## src/rtl/alu_issue_stage.sv

```systemverilog
`default_nettype none
// ============================================================================
// Module  : alu_issue_stage
// Brief   : ID/EX stage: decodes ALU control, registers operands, forwards.
// Rev     : 1.0  initial release
// ============================================================================
module alu_issue_stage #(
  parameter int          XLEN    = 32,
  parameter logic [3:0]  NOP_CTL = 4'b0011
) (
  input  logic            clk,
  input  logic            reset,
  input  logic            id_valid,
  input  logic [31:0]     id_instr,
  input  logic [XLEN-1:0] id_rs1_data,
  input  logic [XLEN-1:0] id_rs2_data,
  input  logic [XLEN-1:0] id_imm,
  input  logic            ex_stall,
  input  logic            ex_flush,
  input  logic [1:0]      fwd_a_sel,
  input  logic [1:0]      fwd_b_sel,
  input  logic [XLEN-1:0] exmem_result,
  input  logic [XLEN-1:0] memwb_result,
  output logic            ex_valid,
  output logic [3:0]      ALU_ctl,
  output logic [XLEN-1:0] in1,
  output logic [XLEN-1:0] in2,
  output logic [XLEN-1:0] ex_store_data,
  output logic [4:0]      ex_rd,
  output logic            ex_is_branch,
  output logic            ex_br_on_zero,
  output logic            ex_illegal
);

  localparam logic [6:0] c_OP_R   = 7'b0110011;
  localparam logic [6:0] c_OP_I   = 7'b0010011;
  localparam logic [6:0] c_OP_LD  = 7'b0000011;
  localparam logic [6:0] c_OP_ST  = 7'b0100011;
  localparam logic [6:0] c_OP_BR  = 7'b1100011;
  localparam logic [6:0] c_OP_LUI = 7'b0110111;

  logic [6:0] w_opcode;
  logic [2:0] w_f3;
  logic       w_f7b5;
  logic       w_ok;
  logic [3:0] w_code;
  logic       w_br;
  logic       w_boz;
  logic       w_bimm;
  logic       w_azero;
  logic       w_unused_instr;

  assign w_opcode       = id_instr[6:0];
  assign w_f3           = id_instr[14:12];
  assign w_f7b5         = id_instr[30];
  assign w_unused_instr = ^{id_instr[31], id_instr[29:15]};

  always_comb begin
    w_ok    = 1'b0;
    w_code  = NOP_CTL;
    w_br    = 1'b0;
    w_boz   = 1'b0;
    w_bimm  = 1'b0;
    w_azero = 1'b0;
    case (w_opcode)
      c_OP_R, c_OP_I: begin
        w_bimm = (w_opcode == c_OP_I);
        case (w_f3)
          3'b000: begin
            w_ok   = 1'b1;
            w_code = (w_opcode == c_OP_R && w_f7b5) ? 4'b0110 : 4'b0010;
          end
          3'b111: begin w_ok = 1'b1; w_code = 4'b0000; end
          3'b110: begin w_ok = 1'b1; w_code = 4'b0001; end
          3'b001: begin w_ok = 1'b1; w_code = 4'b1001; end
          3'b101: begin w_ok = !w_f7b5; w_code = 4'b1010; end
          default: w_ok = 1'b0;
        endcase
      end
      c_OP_LD, c_OP_ST: begin
        w_ok = 1'b1; w_code = 4'b0010; w_bimm = 1'b1;
      end
      c_OP_BR: begin
        w_br = 1'b1;
        case (w_f3)
          3'b000: begin w_ok = 1'b1; w_code = 4'b0110; w_boz = 1'b1; end
          3'b001: begin w_ok = 1'b1; w_code = 4'b1111; end
          3'b100: begin w_ok = 1'b1; w_code = 4'b0111; end
          3'b101: begin w_ok = 1'b1; w_code = 4'b1000; end
          default: w_ok = 1'b0;
        endcase
      end
      c_OP_LUI: begin
        w_ok = 1'b1; w_code = 4'b0010; w_bimm = 1'b1; w_azero = 1'b1;
      end
      default: w_ok = 1'b0;
    endcase
  end

  logic            r_valid;
  logic [3:0]      r_ctl;
  logic [4:0]      r_rd;
  logic            r_br;
  logic            r_boz;
  logic            r_ill;
  logic            r_bimm;
  logic            r_azero;
  logic [XLEN-1:0] r_rs1;
  logic [XLEN-1:0] r_rs2;
  logic [XLEN-1:0] r_imm;

  always_ff @(posedge clk) begin
    if (reset || ex_flush || (!ex_stall && !id_valid)) begin
      r_valid <= 1'b0;
      r_ctl   <= NOP_CTL;
      r_rd    <= 5'd0;
      r_br    <= 1'b0;
      r_boz   <= 1'b0;
      r_ill   <= 1'b0;
      r_bimm  <= 1'b0;
      r_azero <= 1'b0;
      r_rs1   <= '0;
      r_rs2   <= '0;
      r_imm   <= '0;
    end else if (!ex_stall) begin
      r_valid <= 1'b1;
      // Illegal ops carry no branch/operand-mode meaning, only the flag.
      r_ctl   <= w_ok ? w_code : NOP_CTL;
      r_rd    <= id_instr[11:7];
      r_br    <= w_ok & w_br;
      r_boz   <= w_ok & w_boz;
      r_ill   <= !w_ok;
      r_bimm  <= w_ok & w_bimm;
      r_azero <= w_ok & w_azero;
      r_rs1   <= id_rs1_data;
      r_rs2   <= id_rs2_data;
      r_imm   <= id_imm;
    end
  end

  logic [XLEN-1:0] w_fa;
  logic [XLEN-1:0] w_fb;

  // Forwarding sits after the register so a stalled op sees fresh results.
  always_comb begin
    w_fa = r_rs1;
    w_fb = r_rs2;
    case (fwd_a_sel)
      2'b01:   w_fa = exmem_result;
      2'b10:   w_fa = memwb_result;
      default: w_fa = r_rs1;
    endcase
    case (fwd_b_sel)
      2'b01:   w_fb = exmem_result;
      2'b10:   w_fb = memwb_result;
      default: w_fb = r_rs2;
    endcase
  end

  assign ex_valid      = r_valid;
  assign ALU_ctl       = r_ctl;
  assign ex_rd         = r_rd;
  assign ex_is_branch  = r_br;
  assign ex_br_on_zero = r_boz;
  assign ex_illegal    = r_ill;
  assign in1           = (r_valid && !r_azero) ? w_fa : '0;
  assign in2           = !r_valid ? '0 : (r_bimm ? r_imm : w_fb);
  assign ex_store_data = r_valid ? w_fb : '0;

endmodule
`default_nettype wire

```

## config.mk

```make
export PLATFORM = sky130hd
export DESIGN_NAME = alu_issue_stage
export DESIGN_NICKNAME = d
export VERILOG_FILES = /design/src/rtl/alu_issue_stage.sv
export SDC_FILE = /design/constraint.sdc
export NUM_CORES = 1
export LEC_CHECK = 0
export ABC_AREA = 1
export BUFFER_PORTS_ARGS = -buffer_cell sky130_fd_sc_hd__buf_2
export CORE_MARGIN = 2
export CORE_UTILIZATION = 41
export CTS_CLUSTER_SIZE = 25
export DETAILED_ROUTE_END_ITERATION = 16
export GPL_TIMING_DRIVEN = 1
export PLACE_DENSITY_LB_ADDON = 0.05
export SYNTH_ARGS = -nofsm -noshare
export SYNTH_HDL_FRONTEND = slang
export SYNTH_SLANG_ARGS = --single-unit
```

## constraint.sdc

```tcl
create_clock -name clk -period 1.1 [get_ports clk]
set_input_delay 0.11 -clock clk [delete_from_list [all_inputs] [get_ports clk]]
set_output_delay 0.11 -clock clk [all_outputs]
set_load 0.02 [all_outputs]
```

==> summary.md <==
| Metric | Value |
|---|---|
| Status | `finished with violations` |
| Failing checks | `setup timing` |
| Largest net degree at the start of global routing | `60` |
| Clock transition at path regs | `approximately 0.07 ns` |
| Worst setup margin | `-0.6002 ns` |
| Mapped cell area | `5889 um2` |
| Syn Area/Cell | `6.199 um2` |
| WS Path Type | `reg2out` |
| Port Buffers | `293` |
| Worst clock skew | `0 ns` |
| CP Depth | `7` |
| Pre-CTS setup slack | `-0.5465 ns` |
| Antenna Nets Post-Route | `0` |
| Worst-Skew Late Latency | `0.36 ns` |
| Initial antenna violation count | `3` |
| Sink Count | `111` |
| TNS Setup | `-43.61 ns` |
| Share of post-route cells with drive strength above 1 | `0.4453` |
| Element type at the critical path start | `register` |
| Worst VDD drop | `865.7 uV` |
| Initial DRC count | `between 900 and 1000` |
| Num rows | `43` |
| CP Capture Type | `output port` |
| Die X | `roughly 120 um` |
| Final slew viol count | `0` |
| Min-Delay Path Depth | `3` |
| Core outline area | `~14000 um2` |
| Final count of negative-setup-slack endpoints | `slightly below 100` |
| DR WL/cell | `18.68 um` |
| Residual DRC | `0` |
| Via-to-Cell Ratio | `roughly 5.6` |
| Crit Path Max Fanout | `6` |
| Layout Utilization | `0.8073` |
| Pwr dens | `between 900 and 1000 nW/um2` |
| Worst path slowest cell | `dfxtp_4` |
| DP HPWL | `17.87 mm` |
| Max-slew headroom | `0.7173` |
| WL final | `28.73 mm` |
| Critical path arrival | `approximately 1.6 ns` |
| DIE AREA | `15340 um2` |
| Synth-to-layout area growth | `91.01%` |
| CP delay by family, top | `buffers and inverters` |
| Static Leak | `4.651 nW` |
| Fin area | `11250 um2` |
| H-tree Lvls | `3` |
| #FFs+latches synth | `111` |
| Number of CTS-inserted buffers | `9` |
| Largest stage delay, worst path | `0.38 ns` |
| Max Fclk | `between 500 and 600 MHz` |
| First-pass GRT wire length | `41.53 mm` |
| Syn_nets | `around 1200` |
| Placed cell areas | `slightly below 9000 um2` |
| GRT overflow | `0` |
| Router iterations before antenna repair | `5` |
| Placer congestion estimate | `approximately 0.9` |
| Max-cap violations | `0` |
| CTS tree | `built` |
| Vias in the first global route | `roughly 8100` |
| Crit path cell chain | `inv_6, nor2_4, buf_4, buf_6, o21ai_1, a21oi_2, buf_4` |
| Worst path buffer plus inverter count | `4` |
| Die Ht | `123.9 um` |
| IO Count | `310` |
| Sequential-to-total area share from yosys stat | `0.3773` |
| Reg2Reg Depth | `4` |
| Final #Nets | `1554` |
| Synth Instances | `950` |
| Vias | `8627` |
| Distinct cell type count after synthesis | `18` |
| Fin crit share | `1.546` |
| Crit path top cell by count | `buf_4` |
| Syn. warnings | `0` |
| Initial Util | `0.4226` |
| Final Hold Vio Count | `0` |
| WHS | `0.003217 ns` |
| Worst min-delay path class | `in2reg` |
| Tmin final | `1.700 ns` |
| Deepest clock path buffer count | `2` |
| Tot GR Track Use | `0.3560` |
| Critical Path RT | `0.99 ns` |
| Root buffer cell | `clkbuf_16` |
| Worst-margin pin slew | `0.4241 ns` |
| RSZ-0062 raised after global routing | `yes` |
## tightest hold or removal path, delay by kind of cell
kind            cells  cell delay (ns)
simple gates        1             0.06
compound gates      1             0.05
buf+inv             1             0.10
## synth_stat cells
library cell | instances | area share
buf_2 | 12 | 0.010
buf_1 | 6 | 0.0038
a21oi_1 | 208 | 0.18
o21ai_0 | 99 | 0.084
inv_1 | 19 | 0.012
inv_2 | 3 | 0.0019
dfxtp_1 | 111 | 0.38
nor3_2 | 1 | 0.0017
nand4_1 | 2 | 0.0021
buf_6 | 2 | 0.0038
clkbuf_1 | 55 | 0.035
clkinv_1 | 1 | 0.00064
nand3_1 | 42 | 0.036
nor2_1 | 51 | 0.033
nand2_1 | 332 | 0.21
ha_1 | 4 | 0.0085
o211ai_1 | 1 | 0.0013
nor3_1 | 1 | 0.00085
## stage by stage
step | cells | power (W)
after floorplan | 950 | 0.005645
after detailed placement | 1430 | 0.006757
final | 1538 | 0.01098
after global placement | 1430 | 0.006735
after global routing | 1536 | 0.01140
after CTS | 1529 | 0.01081
## power breakdown
| part | total (W) | internal, W | switching, W | leakage, nW |
|---|---|---|---|---|
| Clock | 0.00336 | 0.00177 | 0.00159 | 0.146 |
| Sequential | 0.00419 | 0.00412 | 0.0000745 | 0.903 |
| Combinational | 0.00343 | 0.00153 | 0.00190 | 3.60 |
## sequential cells by signal (all words and copies together) (netlist names)
name / flops
r_imm: 32
r_rs1: 32
r_rs2: 32
ex_rd: 5
ALU_ctl: 4
ex_br_on_zero: 1
ex_illegal: 1
ex_is_branch: 1
ex_valid: 1
r_azero: 1
r_bimm: 1
## logic make-up after synthesis
kind of cell,synth area share
simple gates,0.2845
compound gates,0.2622
flops,0.3773
buf+inv,0.06756
fa+ha+maj,0.008498
## final timing paths
kind | startpoint | endpoint | slack [ns]
setup / recovery | ex_valid | in1[2] | -0.60
hold / removal | id_imm[25] | r_imm[25] | 0.003
setup reg to reg | ex_valid | ex_valid | 0.13
hold reg to reg | ex_rd[0] | ex_rd[0] | 0.46
## routing by layer
metal | vias to the layer above | GRT usage | routed length, um
met1 | 3954 | 0.4117 | 10270
met4 | 0 | 0.1726 | 1547
met2 | 580 | 0.6216 | 14050
li1 | 3957 | - | -
met3 | 136 | 0.07738 | 2863
met5 | - | 0 | 0
## layout make-up
class	count	area (um2)
multi-input combinational	741	4384
timing repair buffer	462	3978
fill	983	2685
sequential	111	2230
clock buffer	9	225.2
tap	180	225.2
inverter	23	115.1
clock inverter	7	71.32
timing repair inverter	1	11.26
antenna	4	10.01
## what timing repair did
item,CTS,global route
pin swaps,28,14
buffers inserted,18,7
gates cloned,13,3
endpoints found under the hold margin,54,0
gates resized for setup,272,65
endpoints found under the setup margin,97,97
hold buffers,54,0
## placed cells by master, fill, tap and decap left out, types with 2 or more instances in the layout
cell type and count:
inv_6 3, buf_4 72, clkbuf_16 12, nor2_2 8, buf_12 24, nand2_2 2, o21ai_1 22, inv_2 3
dfxtp_1 109, clkinv_2 3, buf_2 211, ha_4 3, a21oi_2 36, o21ai_2 31, nand3_1 29, a21oi_4 30
dlygate4sd3_1 54, inv_1 14, inv_4 3, nand4_1 2, dfxtp_4 2, buf_8 5, o21ai_4 18, diode_2 4
nand3_2 12, nor2_1 18, nor2_4 25, o21ai_0 28, buf_6 83, buf_16 10, nand2_1 330, a21oi_1 142
No activity file was read; power rests on OpenSTA's default activity.
